$ cat config.mk
export PLATFORM = sky130hd
export DESIGN_NAME = tone_sequencer
export DESIGN_NICKNAME = d
export VERILOG_FILES = /design/src/rtl/tone_sequencer.sv
export SDC_FILE = /design/constraint.sdc
export NUM_CORES = 1
export LEC_CHECK = 0
export CORE_UTILIZATION = 48
export CTS_CLUSTER_DIAMETER = 40
export DETAILED_ROUTE_END_ITERATION = 8
export PLACE_DENSITY_LB_ADDON = 0.12
export SKIP_CTS_REPAIR_TIMING = 1
export SYNTH_ARGS = -nofsm -noshare
export SYNTH_HDL_FRONTEND = slang
export SYNTH_SLANG_ARGS = --single-unit
$ cat constraint.sdc
create_clock -name clk -period 2.8 [get_ports clk]
set_input_delay 0.56 -clock clk [delete_from_list [all_inputs] [get_ports clk]]
set_output_delay 0.56 -clock clk [all_outputs]
set_load 0.05 [all_outputs]
$ cat src/rtl/tone_sequencer.sv
// Frequency-path controller: passes the encoder frequency through while idle,
// or plays a fixed C-major melody with timed notes and optional silent gaps.
module tone_sequencer #(
  parameter int unsigned BEAT_CYCLES = 12500000,
  parameter int unsigned GAP_CYCLES  = 1250000,
  parameter int unsigned NUM_NOTES   = 16
) (
  input  logic        clk,
  input  logic        reset_n,
  input  logic        play,
  input  logic        stop,
  input  logic        loop,
  input  logic [31:0] manual_freq,
  input  logic        manual_en,
  output logic [31:0] freq,
  output logic        busy,
  output logic [3:0]  note_idx,
  output logic        done
);

  typedef enum logic [1:0] {
    IDLE = 2'd0,
    NOTE = 2'd1,
    GAP  = 2'd2
  } state_t;

  localparam bit          HAS_GAP   = (GAP_CYCLES > 0);
  localparam logic [31:0] BEAT_LAST = 32'(BEAT_CYCLES - 1);
  localparam logic [31:0] GAP_LAST  = HAS_GAP ? 32'(GAP_CYCLES - 1) : 32'd0;
  localparam logic [3:0]  LAST_IDX  = 4'(NUM_NOTES - 1);

  state_t      state, state_d;
  logic [31:0] cnt, cnt_d;
  logic [3:0]  idx_d;
  logic [31:0] freq_d;
  logic        busy_d;
  logic        done_d;
  logic        end_note;
  logic [31:0] manual_val;

  // Entry 15 is a rest: a full beat of silence before the pass ends.
  function automatic logic [31:0] rom_freq(input logic [3:0] idx);
    case (idx)
      4'd0:    rom_freq = 32'd262;
      4'd1:    rom_freq = 32'd295;
      4'd2:    rom_freq = 32'd328;
      4'd3:    rom_freq = 32'd349;
      4'd4:    rom_freq = 32'd393;
      4'd5:    rom_freq = 32'd437;
      4'd6:    rom_freq = 32'd491;
      4'd7:    rom_freq = 32'd524;
      4'd8:    rom_freq = 32'd491;
      4'd9:    rom_freq = 32'd437;
      4'd10:   rom_freq = 32'd393;
      4'd11:   rom_freq = 32'd349;
      4'd12:   rom_freq = 32'd328;
      4'd13:   rom_freq = 32'd295;
      4'd14:   rom_freq = 32'd262;
      default: rom_freq = 32'd0;
    endcase
  endfunction

  assign manual_val = manual_en ? manual_freq : 32'd0;

  always_ff @(posedge clk) begin
    if (!reset_n) begin
      state    <= IDLE;
      cnt      <= 32'd0;
      note_idx <= 4'd0;
      freq     <= 32'd0;
      busy     <= 1'b0;
      done     <= 1'b0;
    end else begin
      state    <= state_d;
      cnt      <= cnt_d;
      note_idx <= idx_d;
      freq     <= freq_d;
      busy     <= busy_d;
      done     <= done_d;
    end
  end

  // The next freq is computed alongside the state so every output is registered.
  always_comb begin
    state_d  = state;
    cnt_d    = cnt;
    idx_d    = note_idx;
    freq_d   = freq;
    done_d   = 1'b0;
    end_note = 1'b0;

    case (state)
      IDLE: begin
        freq_d = manual_val;
        if (play) begin
          state_d = NOTE;
          idx_d   = 4'd0;
          cnt_d   = 32'd0;
          freq_d  = rom_freq(4'd0);
        end
      end
      NOTE: begin
        cnt_d  = cnt + 32'd1;
        freq_d = rom_freq(note_idx);
        if (cnt == BEAT_LAST) begin
          if (HAS_GAP) begin
            state_d = GAP;
            cnt_d   = 32'd0;
            freq_d  = 32'd0;
          end else begin
            end_note = 1'b1;
          end
        end
      end
      GAP: begin
        cnt_d  = cnt + 32'd1;
        freq_d = 32'd0;
        if (cnt == GAP_LAST) end_note = 1'b1;
      end
      default: begin
        state_d = IDLE;
        idx_d   = 4'd0;
        cnt_d   = 32'd0;
        freq_d  = 32'd0;
      end
    endcase

    if (end_note) begin
      cnt_d = 32'd0;
      if (note_idx < LAST_IDX) begin
        state_d = NOTE;
        idx_d   = note_idx + 4'd1;
        freq_d  = rom_freq(note_idx + 4'd1);
      end else if (loop) begin
        state_d = NOTE;
        idx_d   = 4'd0;
        freq_d  = rom_freq(4'd0);
      end else begin
        state_d = IDLE;
        idx_d   = 4'd0;
        freq_d  = manual_val;
        done_d  = 1'b1;
      end
    end

    // stop wins over everything, including a pass that is just completing.
    if (stop) begin
      state_d = IDLE;
      idx_d   = 4'd0;
      cnt_d   = 32'd0;
      freq_d  = manual_val;
      done_d  = 1'b0;
    end

    busy_d = (state_d != IDLE);
  end

endmodule

==> results of run 1 <==
==> per-stage QoR <==
stage | setup WS (ns) | instances
floorplan | 0.0247 | 523
global placement | 0.0792 | 716
detailed placement | -0.0526 | 716
CTS | -0.0900 | 732
global route | -0.00211 | 732
finish | 0.157 | 732
==> worst paths after layout <==
kind                   end  cells after the start  slack (ns)  startpoint
setup / recovery  register                      9        0.16      cnt[8]
hold / removal     freq[8]                      2        0.50    register
setup reg to reg  register                      9        0.16      cnt[8]
hold reg to reg    freq[8]                      2        0.50    register
==> power groups by stage <==
stage / Sequential (mW) / Combinational, mW / Clock (mW)
floorplan: 1.29 / 0.0740 / 0
finish: 1.19 / 0.272 / 0.887
global route: 1.20 / 0.291 / 0.959
detailed placement: 1.22 / 0.269 / 0
CTS: 1.19 / 0.271 / 0.910
global placement: 1.22 / 0.268 / 0
==> routing by layer <==
metal | vias up | GRT usage [%] | routed length (µm)
met5 | - | 0 | 0
met4 | 0 | 8.33 | 178
met3 | 19 | 4.15 | 1030
met2 | 211 | 39.6 | 5060
met1 | 1944 | 35.5 | 5370
li1 | 2044 | - | -
==> cell usage in the layout, fill, tap and decap left out, drive strengths merged, types with 11 or more instances in the layout <==
cell type      instances
a21oi                 34
and2                  24
and3                  11
buf                   34
clkdlybuf4s50         75
dfxtp                 82
ha                    18
inv                   21
nand2                 66
nand3                 24
nor2                  54
nor3                  20
o21ai                 20
xnor2                 16
==> tightest hold or removal path: stages (launching register included) <==
cell	delay, ns
dfxtp_1	0.31
nand2_1	0.07
a21oi_1	0.07
==> kinds of logic after synthesis <==
kind of cell | after synthesis
buffers and inverters | 41
AND/OR/NAND/NOR | 240
AO/OA/AOI/OAI | 108
multiplexers | 7
XOR/XNOR | 26
flip-flops | 82
adder cells (fa/ha/maj) | 19
==> final cells by class <==
type,instances,area [µm²]
clock buffers,9,124
clock inverters,7,80.1
fillers,758,3100
inverters,17,63.8
multi-input cells,400,2530
flip-flops and latches,82,1640
well taps,108,135
repair buffers,109,1010
==> results.sh, run 1 <==
export IMPL_grt_usage_pct=25.4
export IMPL_drtIter0Drc=370
export IMPL_synth_area_leader_cell="dfxtp_1"
export IMPL_area_growth_pct=30.2
export IMPL_crit_family="simple AND/OR/NAND/NOR gates"
export IMPL_h_tree_depth=3
export IMPL_synthCells=523
export IMPL_critical_path_buf_inv_count=1
export IMPL_fin_setup_tns_ns=0
export IMPL_cp_data_required_time_ns=3.04
export IMPL_mappedNetlistArea_um2=4290
export IMPL_synth_fa_ha_area_share_pct=5.49
export IMPL_yosys_top_cells_area="dfxtp_1, nand2_1, ha_1"
export IMPL_place_area_um2=5330
export IMPL_power_frac_seq_pct=50.7
export IMPL_drive_gt1_share_pct=11.4
export IMPL_ant_nets=0
export IMPL_cts_tree="yes"
export IMPL_p_switching_uw=623
export IMPL_crit_slowest_cell="mux2_2"
export IMPL_grt_start_max_net_pins=27
export IMPL_worstPathMaxFanout=7
export IMPL_initial_core_util_pct=49.4
export IMPL_detail_route_wirelength_um=11600
export IMPL_clkPwrFrac_pct=37.7
export IMPL_ys_warn_count=0
export IMPL_synth_top_family_by_area="simple AND/OR/NAND/NOR gates"
export IMPL_num_antenna_cells=0
export IMPL_io_pins=76
export IMPL_clk_latency_ns=0.36
export IMPL_power_mw=2.35
export IMPL_drv_slew=0
export IMPL_yosysSeqAreaShare_pct=38.3
export IMPL_path_cells="nor4b_4 -> nand4_2 -> nor4_4 -> buf_4 -> mux2_2 -> ha_1 -> nor2_1 -> a211oi_1 -> a21oi_1"
export IMPL_gp_congestion=0.868
export IMPL_ys_flop_type="dfxtp_1"
export IMPL_drt_first_pass_iters=5
export IMPL_synth_seq_cells=82
export IMPL_p_int_mw=1.73
export IMPL_synth_commonest_cells="dfxtp_1, nand2_1, nor2_1"
export IMPL_setup_violations_final=0
export IMPL_stdcell_area_um2=5580
export IMPL_synth_compound_area_share_pct=16.7
export IMPL_via_per_inst=5.76
export IMPL_synthMuxAreaShare_pct=1.93
export IMPL_final_core_util_pct=64.3
export IMPL_clk_pin_slew_ns=0.09
export IMPL_grt_pass1_wl_um=18300
export IMPL_worstSetupPathType="register to register"
export IMPL_p_leak_nw=2.09
export IMPL_synth_simple_area_share_pct=28.5
export IMPL_p_per_area_nw_per_um2=422
export IMPL_wire_per_inst_um=15.9
export IMPL_synth_edf_count=0
export IMPL_first_global_vias=3736
export IMPL_start_kind="register"
export IMPL_cts_buffers=9
export IMPL_tightest_slew_ns=0.761
export IMPL_hold_path_class="register to register"
export IMPL_synth_xor_area_share_pct=5.31
export IMPL_antenna_found_initial=0
export IMPL_cp_slowest_stage_delay_ns=0.41
export IMPL_vias=4218
export IMPL_synth_nets=579
export IMPL_skew_ns=0.0159
export IMPL_final_hold_violation_count=0
export IMPL_fmax_mhz=378
export IMPL_rows=34
export IMPL_netlist_area_leader_share_pct=38.3
export IMPL_core_area_um2=8680
export IMPL_hpwl_um=8480
export IMPL_fin_crit_ns=2.64
export IMPL_yosysMostFrequentCell="dfxtp_1"
export IMPL_port_buffer_count=75
export IMPL_min_period_over_period_pct=94.4
export IMPL_die_y_um=96.5
export IMPL_die_w_um=96.5
export IMPL_synthDistinctLibCells=63
export IMPL_endpoint_kind="register"
export IMPL_relSlewSlack_pct=49.2
export IMPL_drv_cap=0
export IMPL_async_flop_share_pct=0
export IMPL_vdd_drop_max_uv=234
export IMPL_syn_avg_cell_area_um2=8.19
export IMPL_status="finished, final reports clean"
export IMPL_grt_overflow=0
export IMPL_whs_ns=0.495
export IMPL_clock_sinks=82
export IMPL_cp_arrival_ns=2.88
export IMPL_drc=0
export IMPL_cts_max_path_buffers=2
export IMPL_nets=675
export IMPL_swShare_pct=26.5
export IMPL_comb_power_share_pct=11.6
export IMPL_root_buffer="clkbuf_8"
export IMPL_dieArea_um2=9310
Note: power is estimated with default switching activity, not from simulation.
==> run 2: changes to the inputs <==
==> constraint.sdc (replaced) <==
create_clock -name clk -period 2.8 [get_ports clk]
set_input_delay 0.28 -clock clk [delete_from_list [all_inputs] [get_ports clk]]
set_output_delay 0.28 -clock clk [all_outputs]
set_load 0.05 [all_outputs]
==> run 2 against run 1 <==
  * Register-to-register slack about the same
  * Wire length decreased by 2.1%
  * Non-clock buffer count grew 3
  * Core utilization is essentially flat
  * Setup slack lost 0.0075 ns
  * Critical path type unchanged
  * Sequential share of layout area barely moved
  * Sequential power is essentially flat
  * Combinational power is 1% lower
  * Die area unchanged
  * Total power down 2.0%
==> results.sh, run 2 (same netlist as run 1, synthesis figures left out) <==
export IMPL_status="finished, final reports clean"
export IMPL_detail_route_wirelength_um=11400
export IMPL_p_int_mw=1.65
export IMPL_grt_pass1_wl_um=18000
export IMPL_drt_first_pass_iters=5
export IMPL_worstHoldPathCells=2
export IMPL_dieArea_um2=9310
export IMPL_rows=34
export IMPL_wire_per_inst_um=15.5
export IMPL_grt_overflow=0
export IMPL_min_period_over_period_pct=94.7
export IMPL_setup_violations_final=0
export IMPL_grt_usage_pct=25.0
export IMPL_critical_path_buf_inv_count=2
export IMPL_p_switching_uw=656
export IMPL_grt_busiest_layer="met2"
export IMPL_num_antenna_cells=0
export IMPL_crit_cells=9
export IMPL_clk_latency_ns=0.37
export IMPL_worstPathMaxFanout=7
export IMPL_grtUsageMet2_pct=37.1
export IMPL_globalRouteMet1Util_pct=36.4
export IMPL_vias=4202
export IMPL_die_w_um=96.5
export IMPL_port_buffer_count=75
export IMPL_fmax_mhz=377
export IMPL_via_per_inst=5.72
export IMPL_ant_nets=0
export IMPL_cts_tree="yes"
export IMPL_nets=678
export IMPL_worstSetupPathType="register to register"
export IMPL_endpoint_kind="register"
export IMPL_final_hold_violation_count=0
export IMPL_cp_arrival_ns=2.91
export IMPL_h_tree_depth=3
export IMPL_rsz0062_at_grt="false"
export IMPL_mostFrequentLayoutCells="dfxtp_1, clkdlybuf4s50_1, nand2_1"
export IMPL_comb_power_share_pct=11.6
export IMPL_first_global_vias=3634
export IMPL_final_core_util_pct=64.3
export IMPL_drive_gt1_share_pct=11.8
export IMPL_clk_pin_slew_ns=0.10
export IMPL_die_y_um=96.5
export IMPL_p_leak_nw=2.09
export IMPL_fin_setup_tns_ns=0
export IMPL_path_cells="nor4b_2 -> nand3_2 -> nor4_4 -> buf_4 -> buf_4 -> mux2_2 -> a21oi_1 -> nor2_2 -> a211o_1"
export IMPL_area_growth_pct=30.2
export IMPL_start_kind="register"
export IMPL_swShare_pct=28.5
export IMPL_path_common_cell="buf_4"
export IMPL_hold_start="manual_freq[16]"
export IMPL_crit_slowest_cell="dfxtp_1"
export IMPL_vdd_drop_max_uv=214
export IMPL_skew_ns=0.0185
export IMPL_drv_cap=0
export IMPL_io_pins=76
export IMPL_r2r_cells=9
export IMPL_cts_max_path_buffers=2
export IMPL_initial_core_util_pct=49.4
export IMPL_hold_path_class="primary input to register"
export IMPL_drtIter0Drc=349
export IMPL_drc=0
export IMPL_grtUsageMet3_pct=4.30
export IMPL_core_area_um2=8680
export IMPL_hpwl_um=8450
export IMPL_critPathLaunch="cnt[9]"
export IMPL_tightest_slew_ns=0.577
export IMPL_r2r_start="cnt[9]"
export IMPL_cp_slowest_stage_delay_ns=0.43
export IMPL_cp_data_required_time_ns=3.06
export IMPL_antenna_found_initial=0
export IMPL_p_per_area_nw_per_um2=413
export IMPL_clock_sinks=82
export IMPL_relSlewSlack_pct=61.3
export IMPL_gp_congestion=0.934
export IMPL_drv_slew=0
export IMPL_fin_crit_ns=2.65
export IMPL_clkPwrFrac_pct=36.6
export IMPL_grt_start_max_net_pins=27
export IMPL_power_frac_seq_pct=51.7
export IMPL_root_buffer="clkbuf_8"
export IMPL_cts_buffers=9
export IMPL_final_common_cell="dfxtp_1"
export IMPL_crit_family="simple AND/OR/NAND/NOR gates"
-- run 2: final timing paths --
check                  end  slack (ns)
setup / recovery  register        0.15
hold / removal    freq[16]        0.46
hold reg to reg    freq[8]        0.46
setup reg to reg  register        0.15
-- run 2: cell type report --
type                            count  area, µm²
Sequential cell                    82       1640
Clock buffer                        9        124
Inverter                           17       63.8
Fill cell                         756       3100
Clock inverter                      7       72.6
Tap cell                          108        135
Multi-Input combinational cell    400       2510
Timing Repair Buffer              112       1030
-- run 2: metal layers --
layer / wire (µm) / up-vias
met1: 5360 / 1929
met2: 4720 / 207
met4: 191 / 0
li1: - / 2045
met3: 1110 / 21
met5: 0 / -
-- run 2: power groups by stage --
stage	logic (mW)	clock network [mW]	registers [mW]
floorplan	0.0740	0	1.29
finish	0.268	0.845	1.19
global placement	0.264	0	1.22
global route	0.289	0.904	1.20
detailed placement	0.266	0	1.22
CTS	0.267	0.861	1.19
-- run 2: stage by stage --
stage	worst slack, ns	instances	power (mW)	hold WS [ns]	area (µm²)
6_report	0.149	735	2.31	0.459	5580
5_1_grt	0.0123	735	2.39	0.456	5580
4_1_cts	-0.0453	733	2.32	0.450	5530
3_5_place_dp	-0.0204	717	1.49	0.435	5340
3_3_place_gp	0.107	717	1.48	0.443	5340
2_1_floorplan	0.0247	523	1.36	0.397	4290
-- run 2: worst reg2reg max path: cells and delay by family, from the launching register on --
kind,cells,cell delay (ns)
buffers and inverters,2,0.34
DFF,1,0.43
and+or+nand+nor,4,0.88
AOI/OAI and AO/OA,2,0.57
muxes,1,0.33
==> run 3: changes to the inputs <==
--- a/config.mk
+++ b/config.mk
@@ -5,9 +5,12 @@
 export SDC_FILE = /design/constraint.sdc
 export NUM_CORES = 1
 export LEC_CHECK = 0
+export ABC_CLOCK_PERIOD_IN_PS = 2800
 export CORE_UTILIZATION = 48
 export CTS_CLUSTER_DIAMETER = 40
+export CTS_CLUSTER_SIZE = 25
 export DETAILED_ROUTE_END_ITERATION = 8
+export MAX_ROUTING_LAYER = met4
 export PLACE_DENSITY_LB_ADDON = 0.12
 export SKIP_CTS_REPAIR_TIMING = 1
 export SYNTH_ARGS = -nofsm -noshare
==> run 3 against run 2 <==
  * Clock skew is 0.0023 ns lower
  * First-iteration DRC count is 5.7% lower
  * Sequential share of layout area is 0.61 points lower
  * Sequential cell count stayed put
  * Non-clock buffer count is 1 higher
  * Total power is 9.9% higher
  * Critical path type unchanged
  * Global-route usage is 1.3 points higher
  * Wire length is 2.2% higher
  * Die area stayed put
  * Clock-buffer cell count stayed put
==> results.sh, run 3 (same netlist as run 1, synthesis figures left out) <==
export IMPL_io_pins=76
export IMPL_clk_pin_slew_ns=0.08
export IMPL_grt_overflow=0
export IMPL_critical_path_buf_inv_count=2
export IMPL_comb_power_share_pct=10.8
export IMPL_h_tree_depth=3
export IMPL_grt_pass1_wl_um=18500
export IMPL_port_buffer_count=75
export IMPL_cts_buffers=9
export IMPL_initial_core_util_pct=49.4
export IMPL_fin_crit_ns=2.64
export IMPL_crit_family="simple AND/OR/NAND/NOR gates"
export IMPL_cts_tree="yes"
export IMPL_p_per_area_nw_per_um2=445
export IMPL_gp_congestion=0.965
export IMPL_clkPwrFrac_pct=42.2
export IMPL_path_cells="ha_1 -> and2_2 -> nand2_1 -> nor4_4 -> buf_12 -> mux2i_2 -> inv_1 -> ha_1 -> and3_1 -> a211o_1"
export IMPL_dieArea_um2=9310
export IMPL_die_y_um=96.5
export IMPL_p_leak_nw=2.14
export IMPL_cp_arrival_ns=2.88
export IMPL_detail_route_wirelength_um=11600
export IMPL_nets=679
export IMPL_min_period_over_period_pct=94.3
export IMPL_fmax_mhz=379
export IMPL_drv_slew=0
export IMPL_endpoint_kind="register"
export IMPL_tightest_slew_ns=0.735
export IMPL_clk_latency_ns=0.35
export IMPL_core_area_um2=8680
export IMPL_multi_input_area_um2=2560
export IMPL_crit_slowest_cell="dfxtp_1"
export IMPL_num_antenna_cells=0
export IMPL_power_frac_seq_pct=47.1
export IMPL_cp_data_required_time_ns=3.04
export IMPL_drv_cap=0
export IMPL_final_common_cell="dfxtp_1"
export IMPL_grt_start_max_net_pins=27
export IMPL_final_core_util_pct=65.7
export IMPL_path_common_cell="ha_1"
export IMPL_hpwl_um=8620
export IMPL_hold_path_class="register to register"
export IMPL_worstPathMaxFanout=13
export IMPL_skew_ns=0.0163
export IMPL_area_sequential_um2=1640
export IMPL_drive_gt1_share_pct=12.7
export IMPL_setup_violations_final=0
export IMPL_worstSetupPathType="register to register"
export IMPL_drc=0
export IMPL_drt_first_pass_iters=5
export IMPL_wire_per_inst_um=15.8
export IMPL_cts_max_path_buffers=2
export IMPL_area_growth_pct=33.0
export IMPL_grt_usage_pct=26.4
export IMPL_antenna_found_initial=0
export IMPL_final_hold_violation_count=0
export IMPL_start_kind="register"
export IMPL_root_buffer="clkbuf_8"
export IMPL_p_switching_uw=622
export IMPL_first_global_vias=3803
export IMPL_p_int_mw=1.91
export IMPL_drtIter0Drc=329
export IMPL_relSlewSlack_pct=50.9
export IMPL_via_per_inst=5.76
export IMPL_swShare_pct=24.6
export IMPL_vdd_drop_max_uv=227
export IMPL_nFillCells=752
export IMPL_whs_ns=0.478
export IMPL_rows=34
export IMPL_die_w_um=96.5
export IMPL_ant_nets=0
export IMPL_cp_slowest_stage_delay_ns=0.40
export IMPL_clock_sinks=82
export IMPL_vias=4242
export IMPL_status="finished, final reports clean"
export IMPL_mostFrequentLayoutCells="dfxtp_1, clkdlybuf4s50_1, nand2_1"
[run 3: changes by cell type in the layout (fill, tap and decap cells not counted), sizes merged]
cell | before | now
buf | 37 | 38
bufinv | 0 | 3
clkinv | 1 | 0
clkinvlp | 3 | 0
inv | 20 | 21
[run 3: worst register-to-register path, stage by stage (launching register included)]
cell     delay (ns)
dfxtp_1        0.40
ha_1           0.22
and2_2         0.21
nand2_1        0.13
nor4_4         0.28
buf_12         0.19
mux2i_2        0.35
inv_1          0.16
ha_1           0.23
and3_1         0.15
a211o_1        0.22
[run 3: through the flow]
stage          setup WS, ns  setup TNS [ns]  instances  total power, mW  instance area (µm²)
2_1_floorplan        0.0247               0        523             1.36                 4290
6_report              0.160               0        736             2.53                 5700
5_1_grt            -0.00458        -0.00458        736             2.63                 5700
4_1_cts             -0.0706           -1.19        736             2.55                 5620
3_5_place_dp        -0.0279          -0.194        720             1.49                 5370
3_3_place_gp         0.0597               0        720             1.49                 5370
[run 3: routing by layer]
layer  GRT usage, %  wire (µm)  vias up
met4           8.46        175        0
met1           35.5       5370     1960
met3           4.93       1080       20
met5              -          0        -
met2           39.8       5000      207
li1               -          -     2055
[run 3: layout make-up]
class | instances | area share [%]
clock buffers | 9 | 2.17
clock inverters | 7 | 2.24
inverters | 17 | 1.12
multi-input cells | 400 | 44.9
flip-flops and latches | 82 | 28.8
well taps | 108 | 2.37
repair buffers | 113 | 18.4
[run 3: path summary, 6_finish.rpt]
check | from | endpoint | slack (ns) | depth (start not counted)
max | cnt[0] | register | 0.16 | 10
min | register | freq[8] | 0.48 | 2
max reg2reg | cnt[0] | register | 0.16 | 10
min reg2reg | register | freq[8] | 0.48 | 2
[run 3: power groups by stage]
stage | sequential [mW] | combinational [mW] | clock [mW]
after floorplan | 1.29 | 0.0740 | 0
after global placement | 1.22 | 0.268 | 0
after detailed placement | 1.22 | 0.270 | 0
after CTS | 1.19 | 0.272 | 1.09
after global routing | 1.20 | 0.292 | 1.14
final | 1.19 | 0.272 | 1.07
